==> src/rtl/mxint8_block_assembler.sv <==
// Assembles a streamed MXINT8 block (shared E8M0 scale plus BLOCK_SIZE int8 elements, LANES per beat)
// into one parallel block buffer, with valid/ready handshakes on the input and output sides.
module mxint8_block_assembler #(
    parameter int BLOCK_SIZE    = 32,
    parameter int ELEMENT_WIDTH = 8,
    parameter int SCALE_WIDTH   = 8,
    parameter int LANES         = 4
) (
    input  logic                                      i_clk,
    input  logic                                      i_rst,
    input  logic                                      i_valid,
    output logic                                      o_ready,
    input  logic [LANES-1:0][ELEMENT_WIDTH-1:0]       i_lane_elements,
    input  logic [SCALE_WIDTH-1:0]                    i_scale,
    input  logic                                      i_last,
    output logic                                      o_valid,
    input  logic                                      i_ready,
    output logic [BLOCK_SIZE-1:0][ELEMENT_WIDTH-1:0]  o_mxint8_elements,
    output logic [SCALE_WIDTH-1:0]                    o_scale,
    output logic                                      o_scale_nan,
    output logic                                      o_has_unused,
    output logic                                      o_err_len
);

    localparam int BEATS = BLOCK_SIZE / LANES;
    localparam int CW    = (BEATS > 1) ? $clog2(BEATS) : 1;
    localparam logic [CW-1:0] LAST_BEAT = CW'(BEATS - 1);
    // The one int8 bit pattern with no signed-magnitude meaning: sign bit set, all other bits clear.
    localparam logic [ELEMENT_WIDTH-1:0] UNUSED_CODE = {1'b1, {(ELEMENT_WIDTH-1){1'b0}}};

    typedef enum logic [0:0] {
        FILL = 1'b0,
        HOLD = 1'b1
    } state_t;

    function automatic logic lanes_have_unused(input logic [LANES-1:0][ELEMENT_WIDTH-1:0] lanes);
        logic hit;
        hit = 1'b0;
        for (int j = 0; j < LANES; j++) begin
            hit = hit | (lanes[j] == UNUSED_CODE);
        end
        return hit;
    endfunction

    function automatic logic scale_is_nan(input logic [SCALE_WIDTH-1:0] scale);
        return &scale;
    endfunction

    state_t                                        state_r;
    logic [CW-1:0]                                 beat_cnt_r;
    logic                                          ready_r;
    logic                                          valid_r;
    logic                                          err_len_r;
    logic [SCALE_WIDTH-1:0]                        scale_r;
    logic                                          scale_nan_r;
    logic                                          has_unused_r;
    logic [BEATS-1:0][LANES-1:0][ELEMENT_WIDTH-1:0] blk_r;

    logic accept_s;
    logic first_beat_s;
    logic last_slot_s;
    logic beat_unused_s;
    logic unused_acc_s;

    assign accept_s      = i_valid & ready_r;
    assign first_beat_s  = (beat_cnt_r == {CW{1'b0}});
    assign last_slot_s   = (beat_cnt_r == LAST_BEAT);
    assign beat_unused_s = lanes_have_unused(i_lane_elements);
    // Beat 0 restarts the sticky flag so nothing leaks in from a previous block.
    assign unused_acc_s  = beat_unused_s | (~first_beat_s & has_unused_r);

    // Block FSM: beat capture, length checking and the output handoff.
    always_ff @(posedge i_clk or posedge i_rst) begin
        if (i_rst) begin
            state_r      <= FILL;
            beat_cnt_r   <= {CW{1'b0}};
            ready_r      <= 1'b1;
            valid_r      <= 1'b0;
            err_len_r    <= 1'b0;
            scale_r      <= {SCALE_WIDTH{1'b0}};
            scale_nan_r  <= 1'b0;
            has_unused_r <= 1'b0;
            blk_r        <= '0;
        end else begin
            err_len_r <= 1'b0;
            case (state_r)
                FILL: begin
                    if (accept_s) begin
                        blk_r[beat_cnt_r] <= i_lane_elements;
                        if (first_beat_s) begin
                            scale_r     <= i_scale;
                            scale_nan_r <= scale_is_nan(i_scale);
                        end
                        if (i_last && last_slot_s) begin
                            state_r      <= HOLD;
                            ready_r      <= 1'b0;
                            valid_r      <= 1'b1;
                            beat_cnt_r   <= {CW{1'b0}};
                            has_unused_r <= unused_acc_s;
                        end else if (i_last || last_slot_s) begin
                            // Short or long block: drop it; stale slots get overwritten by the next one.
                            err_len_r    <= 1'b1;
                            beat_cnt_r   <= {CW{1'b0}};
                            has_unused_r <= 1'b0;
                        end else begin
                            beat_cnt_r   <= beat_cnt_r + CW'(1);
                            has_unused_r <= unused_acc_s;
                        end
                    end
                end
                HOLD: begin
                    if (i_ready) begin
                        state_r <= FILL;
                        ready_r <= 1'b1;
                        valid_r <= 1'b0;
                    end
                end
                default: begin
                    state_r    <= FILL;
                    ready_r    <= 1'b1;
                    valid_r    <= 1'b0;
                    beat_cnt_r <= {CW{1'b0}};
                end
            endcase
        end
    end

    assign o_ready           = ready_r;
    assign o_valid           = valid_r;
    assign o_err_len         = err_len_r;
    assign o_scale           = scale_r;
    assign o_scale_nan       = scale_nan_r;
    assign o_has_unused      = has_unused_r;
    assign o_mxint8_elements = blk_r;

endmodule

==> config.mk <==
export PLATFORM = sky130hd
export DESIGN_NAME = mxint8_block_assembler
export DESIGN_NICKNAME = d
export VERILOG_FILES = /design/src/rtl/mxint8_block_assembler.sv
export SDC_FILE = /design/constraint.sdc
export NUM_CORES = 1
export LEC_CHECK = 0
export ABC_AREA = 1
export CAP_MARGIN = 20
export CORE_UTILIZATION = 36
export CTS_CLUSTER_DIAMETER = 150
export DETAILED_ROUTE_END_ITERATION = 12
export PLACE_DENSITY_LB_ADDON = 0.05
export RECOVER_POWER = 100
export SLEW_MARGIN = 20
export SYNTH_ARGS = -nofsm -noshare
export SYNTH_HDL_FRONTEND = slang
export SYNTH_SLANG_ARGS = --single-unit
==> constraint.sdc <==
create_clock -name i_clk -period 27.7 [get_ports i_clk]
set_input_delay 5.54 -clock i_clk [delete_from_list [all_inputs] [get_ports i_clk]]
set_output_delay 5.54 -clock i_clk [all_outputs]
set_load 0.05 [all_outputs]
==> results_dict.tcl <==
set metrics [dict create \
    nFillCells 2631 \
    cts_buffer_depth 3 \
    worstMarginPinSlew_ns 5.96 \
    groute.usage.overall 0.208 \
    clk_pin_slew_worst_paths_ns 0.06 \
    critPathCaptureType "async pin" \
    synth-simple-area-share 0.140 \
    placed_cells 1618 \
    path_buf_inv 3 \
    synth_fp_nets 1026 \
    peakVddDrop_mv 0.0609 \
    port_buffers 313 \
    drive_gt1_frac 0.0493 \
    max_stage_delay_ns 3.29 \
    rr_worst_depth 4 \
    postCtsHoldBufs 0 \
    clock-skew-final_ns 0.00918 \
    drtIter0Drc 524 \
    synth_area_per_cell_um2 10.5 \
    cp_max_fo 129 \
    coreArea_um2 27900 \
    first_pass_iters 5 \
    fin_util 0.514 \
    start_util 0.366 \
    pre_cts_ws_ns 19.87 \
    wl_per_cell_um 18.0 \
    area_delta_synth_final_pct 40.2 \
    cts_sinks 273 \
    crit_family "buffers and inverters" \
    ys_seq_elements 273 \
    drc_errors 0 \
    cts_tree "yes" \
    syn_inst 976 \
    required_ns 27.47 \
    grt_max_degree 130 \
    antenna_found_initial 0 \
    cp_num_cells 3 \
    fmax_ghz 0.0789 \
    grt_pass1_wl_mm 45.9 \
    die_x_um 170 \
    synth.area.top_cells "dfrtp_1 (67%), o21ai_1 (12%), nand2_1 (11%), inv_1 (1.5%), buf_2 (1.4%)" \
    worstPathArrival_ns 12.44 \
    synth_edf_count 0 \
    vias 7775 \
    gp_congestion 0.772 \
    max-slew-margin-rel -3.00 \
    fin_tns_setup_ns 0 \
    yosys.area_share.adder 0.00613 \
    io_pins 314 \
    synth_top_area_cell "dfrtp_1" \
    cap_violations 11 \
    numCtsBuffers 30 \
    p_leak_nw 7.09 \
    layout_commonest_cell "nand2_1" \
    clkLatencyLatePin_ns 0.54 \
    nNetsFinal 1323 \
    holdPathStages 2 \
    routed_wl_mm 30.2 \
    setup_ws_ns 15.03 \
    grt_setup_unrepaired "no" \
    synthArstFlopShare 1.00 \
    instances_no_fill 1675 \
    slew_violations 778 \
    hold_path.class "flip-flop to flip-flop" \
    grt_overflow 0 \
    yosysWarnings 0 \
    hold_viol_final 0 \
    critPathLaunchType "primary input" \
    netlist_area_um2 10200 \
    period_share 0.458 \
    synth_xor_area_frac 0 \
    synthDistinctLibCells 21 \
    yosys_most_used_dff "dfrtp_1" \
    violations "capacitance limit, slew limit" \
    critical-path-slowest-cell "clkinvlp_2" \
    n_antenna_cell 0 \
    grt_pass1_vias 7413 \
    rows 61 \
    synthMuxAreaShare 0 \
    cts_max_level 1 \
    antenna_left 0 \
    synth-compound-area-share 0.132 \
    via_per_inst 4.64 \
    criticalPathCategory "primary input to async pin" \
    root_buffer "clkbuf_16" \
    die_y_um 170 \
    period_minus_slack_ns 12.67 \
    power_density_nw_per_um2 144 \
    synth_top_area_share 0.667 \
    cts_resized 0 \
    die_area_um2 29000 \
    post-cts-setup-buffers 0 \
    synth-seq-area-share 0.669 \
    hold-worst-slack_ns 0.466 \
    layout_common_cells "nand2_1 (298), dfrtp_1 (272), dlygate4sd3_1 (272), o21ai_0 (245)" \
    synth_top_family_by_area "simple AND/OR/NAND/NOR gates" \
    outcome "finished with violations" \
    cp_cell_sequence "dlygate4sd3_1 > clkinvlp_2 > clkbuf_1" \
    dp_hpwl_mm 20.0 \
    setup_viol 0 \
]
-- state kept, by name, summed over array words and instances (netlist names) --
name               cells
o_scale_nan            1
o_scale                8
o_err_len              1
o_mxint8_elements    256
state_r                1
o_has_unused           1
o_ready                1
o_valid                1
beat_cnt_r             3
-- cell families after synthesis --
| logic type | after synthesis |
|---|---|
| adder cells (fa/ha/maj) | 5 |
| buffers and inverters | 98 |
| AND/OR/NAND/NOR | 338 |
| flip-flops | 273 |
| AO/OA/AOI/OAI | 262 |
-- routing by layer --
metal  part of all wire  vias up  track usage
met4              0.027        0       0.0599
met3              0.080       46       0.0581
li1                   -     3784            -
met2               0.44      242        0.317
met5                  0        -            0
met1               0.45     3703        0.289
-- report_power, final --
part	internal, W	switching [W]	total [W]
clock	0.000234	0.000165	0.000399
combinational	0.000269	0.000751	0.00102
sequential	0.000557	0.0000805	0.000638
-- cell usage after synthesis (5+ instances only) --
cell,number
inv_2,5
inv_1,41
dfrtp_1,272
buf_6,11
ha_1,5
o21ai_2,9
o21ai_1,248
nor2_1,24
nand3_4,5
nand2_1,298
buf_4,11
nand3_1,5
buf_2,29
-- final cells by class --
class / count / area (um^2) / share of cell area
tap: 378 / 473 / 0.0331
clock inverter: 17 / 120 / 0.00839
timing repair buffer: 316 / 3140 / 0.220
multi-input combinational: 605 / 2670 / 0.187
inverter: 47 / 179 / 0.0125
sequential: 273 / 6830 / 0.478
clock buffer: 39 / 886 / 0.0619
-- worst paths after layout --
| check | from | to | slack (ns) |
|---|---|---|---|
| max | i_rst | o_mxint8_elements[49] | 15.03 |
| min | o_scale[2] | o_scale[2] | 0.47 |
| max reg2reg | o_ready | o_mxint8_elements[147] | 23.82 |
| min reg2reg | o_scale[2] | o_scale[2] | 0.47 |
| max in group i_clk | i_valid | o_mxint8_elements[147] | 18.83 |
| min in group asynchronous | i_rst | o_mxint8_elements[84] | 7.31 |
-- per-stage QoR --
stage | total power, W | area (um^2)
6_report | 0.00206 | 14300
5_1_grt | 0.00216 | 14300
4_1_cts | 0.00217 | 14500
3_5_place_dp | 0.00176 | 13500
3_3_place_gp | 0.00175 | 13500
2_1_floorplan | 0.00137 | 10200
-- worst reg2reg max path, stage by stage (launching register included) --
cell and delay, ns:
dfstp_2 0.54, nand3_1 0.18, clkinvlp_2 0.27, nand4_1 1.87, o21ai_0 0.86
Power figures use the tool's default switching activity.
